`src/rtl/scoreboard_hazard_unit.sv`:
```
// scoreboard_hazard_unit
//   Per-register scoreboard for the ID stage. Each architectural register has a
//   small down-counter holding the cycles left until its pending result can be
//   forwarded. The ID instruction is held (PC / IF-ID frozen, bubble into ID/EX)
//   while any source it reads is still pending (RAW) or while its own result
//   would overtake an older pending write to the same register (WAW).
//
// Optional feature:
//   HAZARD_PERF_CNT_EN  - when defined, stall_cycles counts hazard-stall edges
//                         (saturating); otherwise stall_cycles is tied to 0.
//
// Ports:
//   clk, rst          clock (rising edge), asynchronous active-low reset
//   id_valid          IF/ID holds a real instruction
//   id_rs, id_rt      source registers; id_use_rs / id_use_rt qualify them
//   id_rd             destination register; id_reg_write qualifies it
//   id_lat            producer latency (0 treated as 1, clamped to MAX_LAT)
//   flush             kill the ID instruction
//   ext_stall         whole-pipeline freeze
//   pc_load, ifid_ld  PC / IF-ID write enables
//   sel_signal        zero the control fields entering ID/EX
//   issue             ID instruction advances to EX this cycle
//   busy_any          some scoreboard entry is non-zero
//   stall_cycles      hazard-stall counter
module scoreboard_hazard_unit #(
   parameter int unsigned REG_ADDR_W = 5,
   parameter int unsigned MAX_LAT    = 4,
   localparam int unsigned LAT_W     = $clog2(MAX_LAT + 1)
) (
   input  logic                  clk,
   input  logic                  rst,
   input  logic                  id_valid,
   input  logic [REG_ADDR_W-1:0] id_rs,
   input  logic [REG_ADDR_W-1:0] id_rt,
   input  logic                  id_use_rs,
   input  logic                  id_use_rt,
   input  logic [REG_ADDR_W-1:0] id_rd,
   input  logic                  id_reg_write,
   input  logic [LAT_W-1:0]      id_lat,
   input  logic                  flush,
   input  logic                  ext_stall,
   output logic                  pc_load,
   output logic                  ifid_ld,
   output logic                  sel_signal,
   output logic                  issue,
   output logic                  busy_any,
   output logic [31:0]           stall_cycles
);

   localparam int unsigned NUM_REGS = 2 ** REG_ADDR_W;

   logic [LAT_W-1:0] cnt_q [NUM_REGS];
   logic [LAT_W-1:0] cnt_d [NUM_REGS];

   logic [LAT_W-1:0] lat_eff;
   logic [LAT_W-1:0] lat_m1;
   logic             raw;
   logic             waw;
   logic             hazard;

   // Effective producer latency: 0 means single-cycle, anything above MAX_LAT clamps.
   always_comb begin
      lat_eff = id_lat;
      if (id_lat == '0) begin
         lat_eff = LAT_W'(1);
      end else if (id_lat > LAT_W'(MAX_LAT)) begin
         lat_eff = LAT_W'(MAX_LAT);
      end
      lat_m1 = lat_eff - LAT_W'(1);
   end

   // Hazard detection; entry 0 always reads zero so r0 never stalls.
   always_comb begin
      raw    = 1'b0;
      waw    = 1'b0;
      hazard = 1'b0;
      if (id_valid) begin
         if (id_use_rs && (id_rs != '0) && (cnt_q[id_rs] != '0)) begin
            raw = 1'b1;
         end
         if (id_use_rt && (id_rt != '0) && (cnt_q[id_rt] != '0)) begin
            raw = 1'b1;
         end
         // A younger write must not land before an older pending one.
         if (id_reg_write && (id_rd != '0) && (cnt_q[id_rd] > lat_m1)) begin
            waw = 1'b1;
         end
      end
      hazard = (raw | waw) & ~flush;
   end

   // Pipeline control outputs.
   always_comb begin
      pc_load    = 1'b0;
      ifid_ld    = 1'b0;
      sel_signal = 1'b0;
      issue      = 1'b0;
      pc_load    = ~hazard & ~ext_stall;
      ifid_ld    = ~hazard & ~ext_stall;
      sel_signal = (hazard | flush) & ~ext_stall;
      issue      = id_valid & ~hazard & ~flush & ~ext_stall;
   end

   // Next scoreboard state: age every pending entry, then load the issuing producer.
   always_comb begin
      for (int r = 0; r < NUM_REGS; r++) begin
         cnt_d[r] = cnt_q[r];
      end
      if (!ext_stall) begin
         for (int r = 1; r < NUM_REGS; r++) begin
            if (cnt_q[r] != '0) begin
               cnt_d[r] = cnt_q[r] - LAT_W'(1);
            end
         end
         if (issue && id_reg_write && (id_rd != '0)) begin
            cnt_d[id_rd] = lat_m1;
         end
      end
      cnt_d[0] = '0;
   end

   // Scoreboard state register.
   always_ff @(posedge clk or negedge rst) begin
      if (!rst) begin
         for (int r = 0; r < NUM_REGS; r++) begin
            cnt_q[r] <= '0;
         end
      end else begin
         for (int r = 0; r < NUM_REGS; r++) begin
            cnt_q[r] <= cnt_d[r];
         end
      end
   end

   // Any pending result anywhere.
   always_comb begin
      busy_any = 1'b0;
      for (int r = 1; r < NUM_REGS; r++) begin
         if (cnt_q[r] != '0) begin
            busy_any = 1'b1;
         end
      end
   end

`ifdef HAZARD_PERF_CNT_EN
   logic [31:0] stall_q;

   // Saturating count of edges spent in a hazard stall (freeze edges excluded).
   always_ff @(posedge clk or negedge rst) begin
      if (!rst) begin
         stall_q <= 32'd0;
      end else if (hazard && !ext_stall && (stall_q != 32'hFFFF_FFFF)) begin
         stall_q <= stall_q + 32'd1;
      end
   end

   assign stall_cycles = stall_q;
`else
   assign stall_cycles = 32'd0;
`endif

endmodule

```
`config.mk`:
```
export PLATFORM = sky130hd
export DESIGN_NAME = scoreboard_hazard_unit
export DESIGN_NICKNAME = d
export VERILOG_FILES = /design/src/rtl/scoreboard_hazard_unit.sv
export SDC_FILE = /design/constraint.sdc
export NUM_CORES = 1
export LEC_CHECK = 0
export ABC_CLOCK_PERIOD_IN_PS = 13480
export CORE_UTILIZATION = 50
export CTS_CLUSTER_DIAMETER = 150
export DETAILED_ROUTE_END_ITERATION = 16
export PLACE_DENSITY_LB_ADDON = 0.12
export SLEW_MARGIN = 10
export SYNTH_ARGS = -nofsm -noshare
export SYNTH_HDL_FRONTEND = slang
export SYNTH_SLANG_ARGS = --single-unit
```
`constraint.sdc`:
```
create_clock -name clk -period 13.48 [get_ports clk]
set_input_delay 2.696 -clock clk [delete_from_list [all_inputs] [get_ports clk]]
set_output_delay 2.696 -clock clk [all_outputs]
set_load 0.02 [all_outputs]
```
; Word-level counts from Yosys, hierarchy flattened
; Index checks and enable logic that the tools add are counted.
[totals]
ff_bits = 93
inputBits = 26
elab_cells = 242
[classes]
n_addsub = 32
order_cmp = 6
muxes = 113
bitwise_logic = 14
reduce_logical = 46
[op_table]
columns = operator, n
row1 = $mux W3, 71
row2 = $reduce_bool A3 Y1, 33
row3 = $bwmux W96, 1
row4 = $sub A3 B1 Y3 const B, 32
row5 = $mux W93, 1
row6 = $bmux W3 S5, 3
row7 = $mux W1, 36
row8 = $ge A6 B6 Y1 const B, 3
row9 = $not A5 Y6, 3
row10 = $demux W3 S5, 1
row11 = $reduce_bool A5 Y1, 3
row12 = $logic_and A1 B1 Y1, 9
row13 = $and A1 B1 Y1, 6
row14 = $lt A6 B1 Y1 const B, 1
row15 = $gt A3 B3 Y1, 1
row16 = $gt A3 B3 Y1 const B, 1
row17 = $logic_not A3 Y1, 1
row18 = $not A1 Y1, 3
row19 = $or A1 B1 Y1, 2

; Logic depth before layout (Yosys ltp)
[logic_depth]
depth_word = 32
mapped_depth = 19
ltp_nobuf = 15

; Worst setup path after synthesis
; OpenSTA, ideal clock, no wires.
[synth_timing]
kind = input-to-output
startpoint = input port id_rd[0]
endpoint = output port pc_load
arrival_time_ns = 6.361
t_required_ns = 10.784
path_slack_ns = 4.423
stages = 14
n_path_buf = 3
path_cell_list = buf_1 -> clkbuf_1 -> mux4_2 -> a221oi_1 -> nand3_1 -> ha_1 -> nor2b_1 -> o21ai_0 -> a211oi_1 -> a41oi_1 -> a21o_1 -> nand2_1 -> a31oi_1 -> buf_4
[synth_via]
elab_chain_cells = 12
word_cells_on_any_way = 14
cone_classes = order compare (1) / mux (5) / bitwise (5) / reduce/logical (3)
[synth_lines]
columns = item, line
row1 = start: declaration, 37  ; input logic [REG_ADDR_W-1:0] id_rd,
row2 = $not A5 Y6 (implied by the code), 85  ; if (id_reg_write && (id_rd != '0) && (cnt_q[id_rd] > lat_m1)) begin
row3 = $bmux W3 S5, 85
row4 = $mux W3 (implied by the code) (2 in a row), 85
row5 = $gt A3 B3 Y1, 85
row6 = $logic_and A1 B1 Y1 *, 85
row7 = $mux W1 *, 85
row8 = $mux W1 *, 77  ; if (id_valid) begin
row9 = $or A1 B1 Y1 *, 89  ; hazard = (raw | waw) & ~flush;
row10 = $and A1 B1 Y1 *, 89
row11 = $not A1 Y1 *, n/a
row12 = $and A1 B1 Y1 *, n/a
row13 = end: declaration, 42  ; output logic pc_load,
; Mark *: on every way between the ends. The rest lies on a longest branch, timed or not. The select of a mux whose other input is x is not followed.

; Worst setup path after layout
[layout_timing]
startpoint = input port id_rd[1]
endpoint = output port ifid_ld
[layout_via]
elab_chain_cells = 12
word_cells_on_any_way = 14
cone_classes = order compare (1) / mux (5) / bitwise (5) / reduce/logical (3)
[layout_lines]
columns = item, line
row1 = $not A5 Y6 (implied by the code), 85
row2 = $bmux W3 S5, 85
row3 = $mux W3 (implied by the code) (2 in a row), 85
row4 = $gt A3 B3 Y1, 85
row5 = $logic_and A1 B1 Y1 *, 85
row6 = $mux W1 *, 85
row7 = $mux W1 *, 77
row8 = $or A1 B1 Y1 *, 89
row9 = $and A1 B1 Y1 *, 89
row10 = $not A1 Y1 *, 99  ; ifid_ld = ~hazard & ~ext_stall;
row11 = $and A1 B1 Y1 *, 99
row12 = end: declaration, 43  ; output logic ifid_ld,
; Marks and branches as above.

==> metrics <==
CTS tree=yes; detailed placer's ending HPWL=20360 um; utilization after layout=0.5432; number of library cell types mapped by synthesis=75; number of nets with antenna violations after detailed routing=0; WL met3=~2800 um; layout cell share with drive strength beyond 1=0.1070; endpoint arrival time on the critical path=between 7 and 8 ns; global placer's final weighted congestion=~0.93; Critical Path Sink Type=output port; hold violation count in the final report=0; EDFF count, synth=0; total count of max-transition violations in the final report=0; Max Clock Skew=slightly above 0.009 ns; count of input and output buffers=30; largest vdd supply drop=between 0.00009 and 0.0001 V; Die Y=between 100 and 150 um; top-level port count=63; overall routed net length=approximately 29000 um; root buffer cell=clkbuf_16; number of nets in the layout=1106; non-filler instance count after layout=~1200; core region area=roughly 18000 sq um; Leak Pwr=3.826 nW; data required time at the worst endpoint=between 10 and 15 ns; number of antenna cells inserted=0; CTS Buffer Depth=2; most instantiated flip-flop cell in the synthesis netlist=dfrtp_1; number of flip-flops under the largest register name=93; met2 WL post-DR=12710 um; met1 WL=roughly 12000 um; quantity of hold-fixing buffers added after cts=0; number of flip-flops and latches in the synthesized netlist=between 90 and 100; clock transition at the registers of the reported paths=around 0.07 ns; sort of element at the start of the critical path=input port; Max H-tree Level=3; mapped cell area=just over 9000 sq um; most common library cell in the layout ignoring fill and taps=inv_1; clock network latency to the later pin of the worst-skew pair=roughly 0.37 ns; overall power consumption=between 1.5 and 2 mW; relative area change from synthesis to final layout=6.312%; share of the clock period used by the worst path=0.7219; # rows=between 40 and 50; antenna violations before repair=0; Max-Slew Margin vs Limit=0.3170; sum of negative setup slack=0 ns; Remaining Overflow, GRT=0; TritonRoute pass-1 iters=11; Max-cap violations=0; Yosys warning count=0; cell count after synthesis=1017; via count normalized by instance count=6.700; Synth async-reset ratio=1.000; final period demand of the worst path=9.731 ns; path category of the worst min-delay check=reg2reg; violated checks=design-rule violations; class of the most critical setup path=in2out; final setup vio count=0; largest cells by area after synthesis=dfrtp_1, ha_1, mux4_2; setup repair after global routing missed its margin=no; cts bufs inserted=9; cell type with the highest aggregate area in the netlist=dfrtp_1; outcome=complete, but fails checks; effective utilization at floorplan=0.5109; largest registers in the final layout=cnt_q x93; average wire per cell in the routed design=22.92 um; vias in the first global route=between 7000 and 8000; Die W=around 140 um; Seq/Total Area, Yosys=0.2536; average size of a mapped cell=9.024 sq um; # resized after CTS=0; All-Layer GR Usage=0.3183; top routing layer used=met4; number of DRC markers in iteration 0=between 700 and 800; total die area=~19000 sq um; highest attainable clock frequency=102.8 MHz; number of setup buffers added after CTS=0; remaining design rule violation count=2; count of placed standard cells including taps=1232; total via count in the routed design=~8400; CTS Sinks=93; Reg with most FFs=cnt_q; first-pass GRT wire length=between 40000 and 50000 um; commonest non-fill, non-tap cells in the layout=inv_1, dfrtp_1, ha_1; CP max FO=32; Worst Tran Pin Value=1.022 ns; fraction of synthesized cell area taken by the top area cell type=0.2536; largest net degree at the start of global routing=just over 60; areal power density over the cells=185.8 nW/um^2
[power breakdown]
part	total [mW]	switching (mW)	internal, mW
clock	0.289	0.121	0.168
sequential	0.652	0.240	0.412
combinational	0.872	0.470	0.401
total	1.81	0.831	0.981
[cells in the mapped netlist (8+ instances only)]
cell       instances
inv_1             98
dfrtp_1           93
ha_1              66
nor2_1            64
nor3_1            50
nand2b_1          46
nor4_1            46
nand3_1           45
a221o_1           42
buf_4             36
clkbuf_1          32
o21ai_0           32
nand2_1           27
o22ai_1           27
a21oi_1           26
mux4_2            25
nor4_4            25
a211oi_1          24
nor2b_1           20
a22oi_1           11
a31oi_1           10
o21ai_1           10
a221oi_1           9
and3_1             9
mux2i_1            9
nor4b_1            8
o2bb2ai_1          8
[worst paths after layout]
path | startpoint | cells after the start | slack (ns) | endpoint
setup / recovery | id_rd[1] | 16 | 3.75 | ifid_ld
hold / removal | cnt_q[55] | 1 | 0.56 | cnt_q[55]
setup reg to reg | cnt_q[13] | 15 | 8.56 | cnt_q[36]
hold reg to reg | cnt_q[55] | 1 | 0.56 | cnt_q[55]
max in group asynchronous | rst | 2 | 10.03 | cnt_q[75]
min in group asynchronous | rst | 1 | 2.36 | cnt_q[35]
[worst max-delay path, cell delays in order]
cell and delay, ns:
clkdlybuf4s50_1 0.45, buf_4 0.37, mux4_2 0.56, nand2_1 0.10, o21ai_0 0.12, a221oi_1 0.25
nand3_1 0.11, ha_1 0.29, nor2b_1 0.13, o21ai_0 0.14, a211oi_1 0.13, a41oi_1 0.36
a21o_1 0.20, nand2_1 0.17, a31oi_1 0.29, clkdlybuf4s50_1 0.63
[cells by family (layout without fill, tap and decap cells)]
kind of cell / count (synthesis) / in the layout / synth area share
buffers and inverters: 187 / 158 / 0.09911
muxes: 35 / 35 / 0.07239
DFF: 93 / 93 / 0.2536
other: 1 / 32 / 0.0004086
xor gates and xnor gates: 1 / 1 / 0.0009545
and+or+nand+nor: 382 / 382 / 0.2746
adders and majority gates: 66 / 66 / 0.08998
AOI/OAI and AO/OA: 252 / 252 / 0.2090
[stage by stage]
step	area, sq um	setup slack, ns	hold slack (ns)
finish	9757	3.749	0.5647
global route	9757	3.448	0.6056
CTS	9757	3.799	0.5591
detailed placement	9430	3.816	0.5389
global placement	9430	3.915	0.5438
floorplan	9294	4.423	0.4949
[layout make-up]
class / instances / area (sq um)
clock buffer: 11 / 242.7
clock inverter: 5 / 83.83
fill: 1672 / 8207
inverter: 99 / 371.6
multi-input combinational: 768 / 6060
sequential: 93 / 2327
tap: 229 / 286.5
timing repair buffer: 43 / 385.4
[routing by layer]
| layer | track usage | vias up |
|---|---|---|
| met2 | 0.4819 | 415 |
| met5 | 0 | - |
| li1 | - | 3837 |
| met1 | 0.4392 | 4057 |
| met3 | 0.07248 | 53 |
| met4 | 0.1203 | 0 |
No activity file was read; power rests on OpenSTA's default activity.
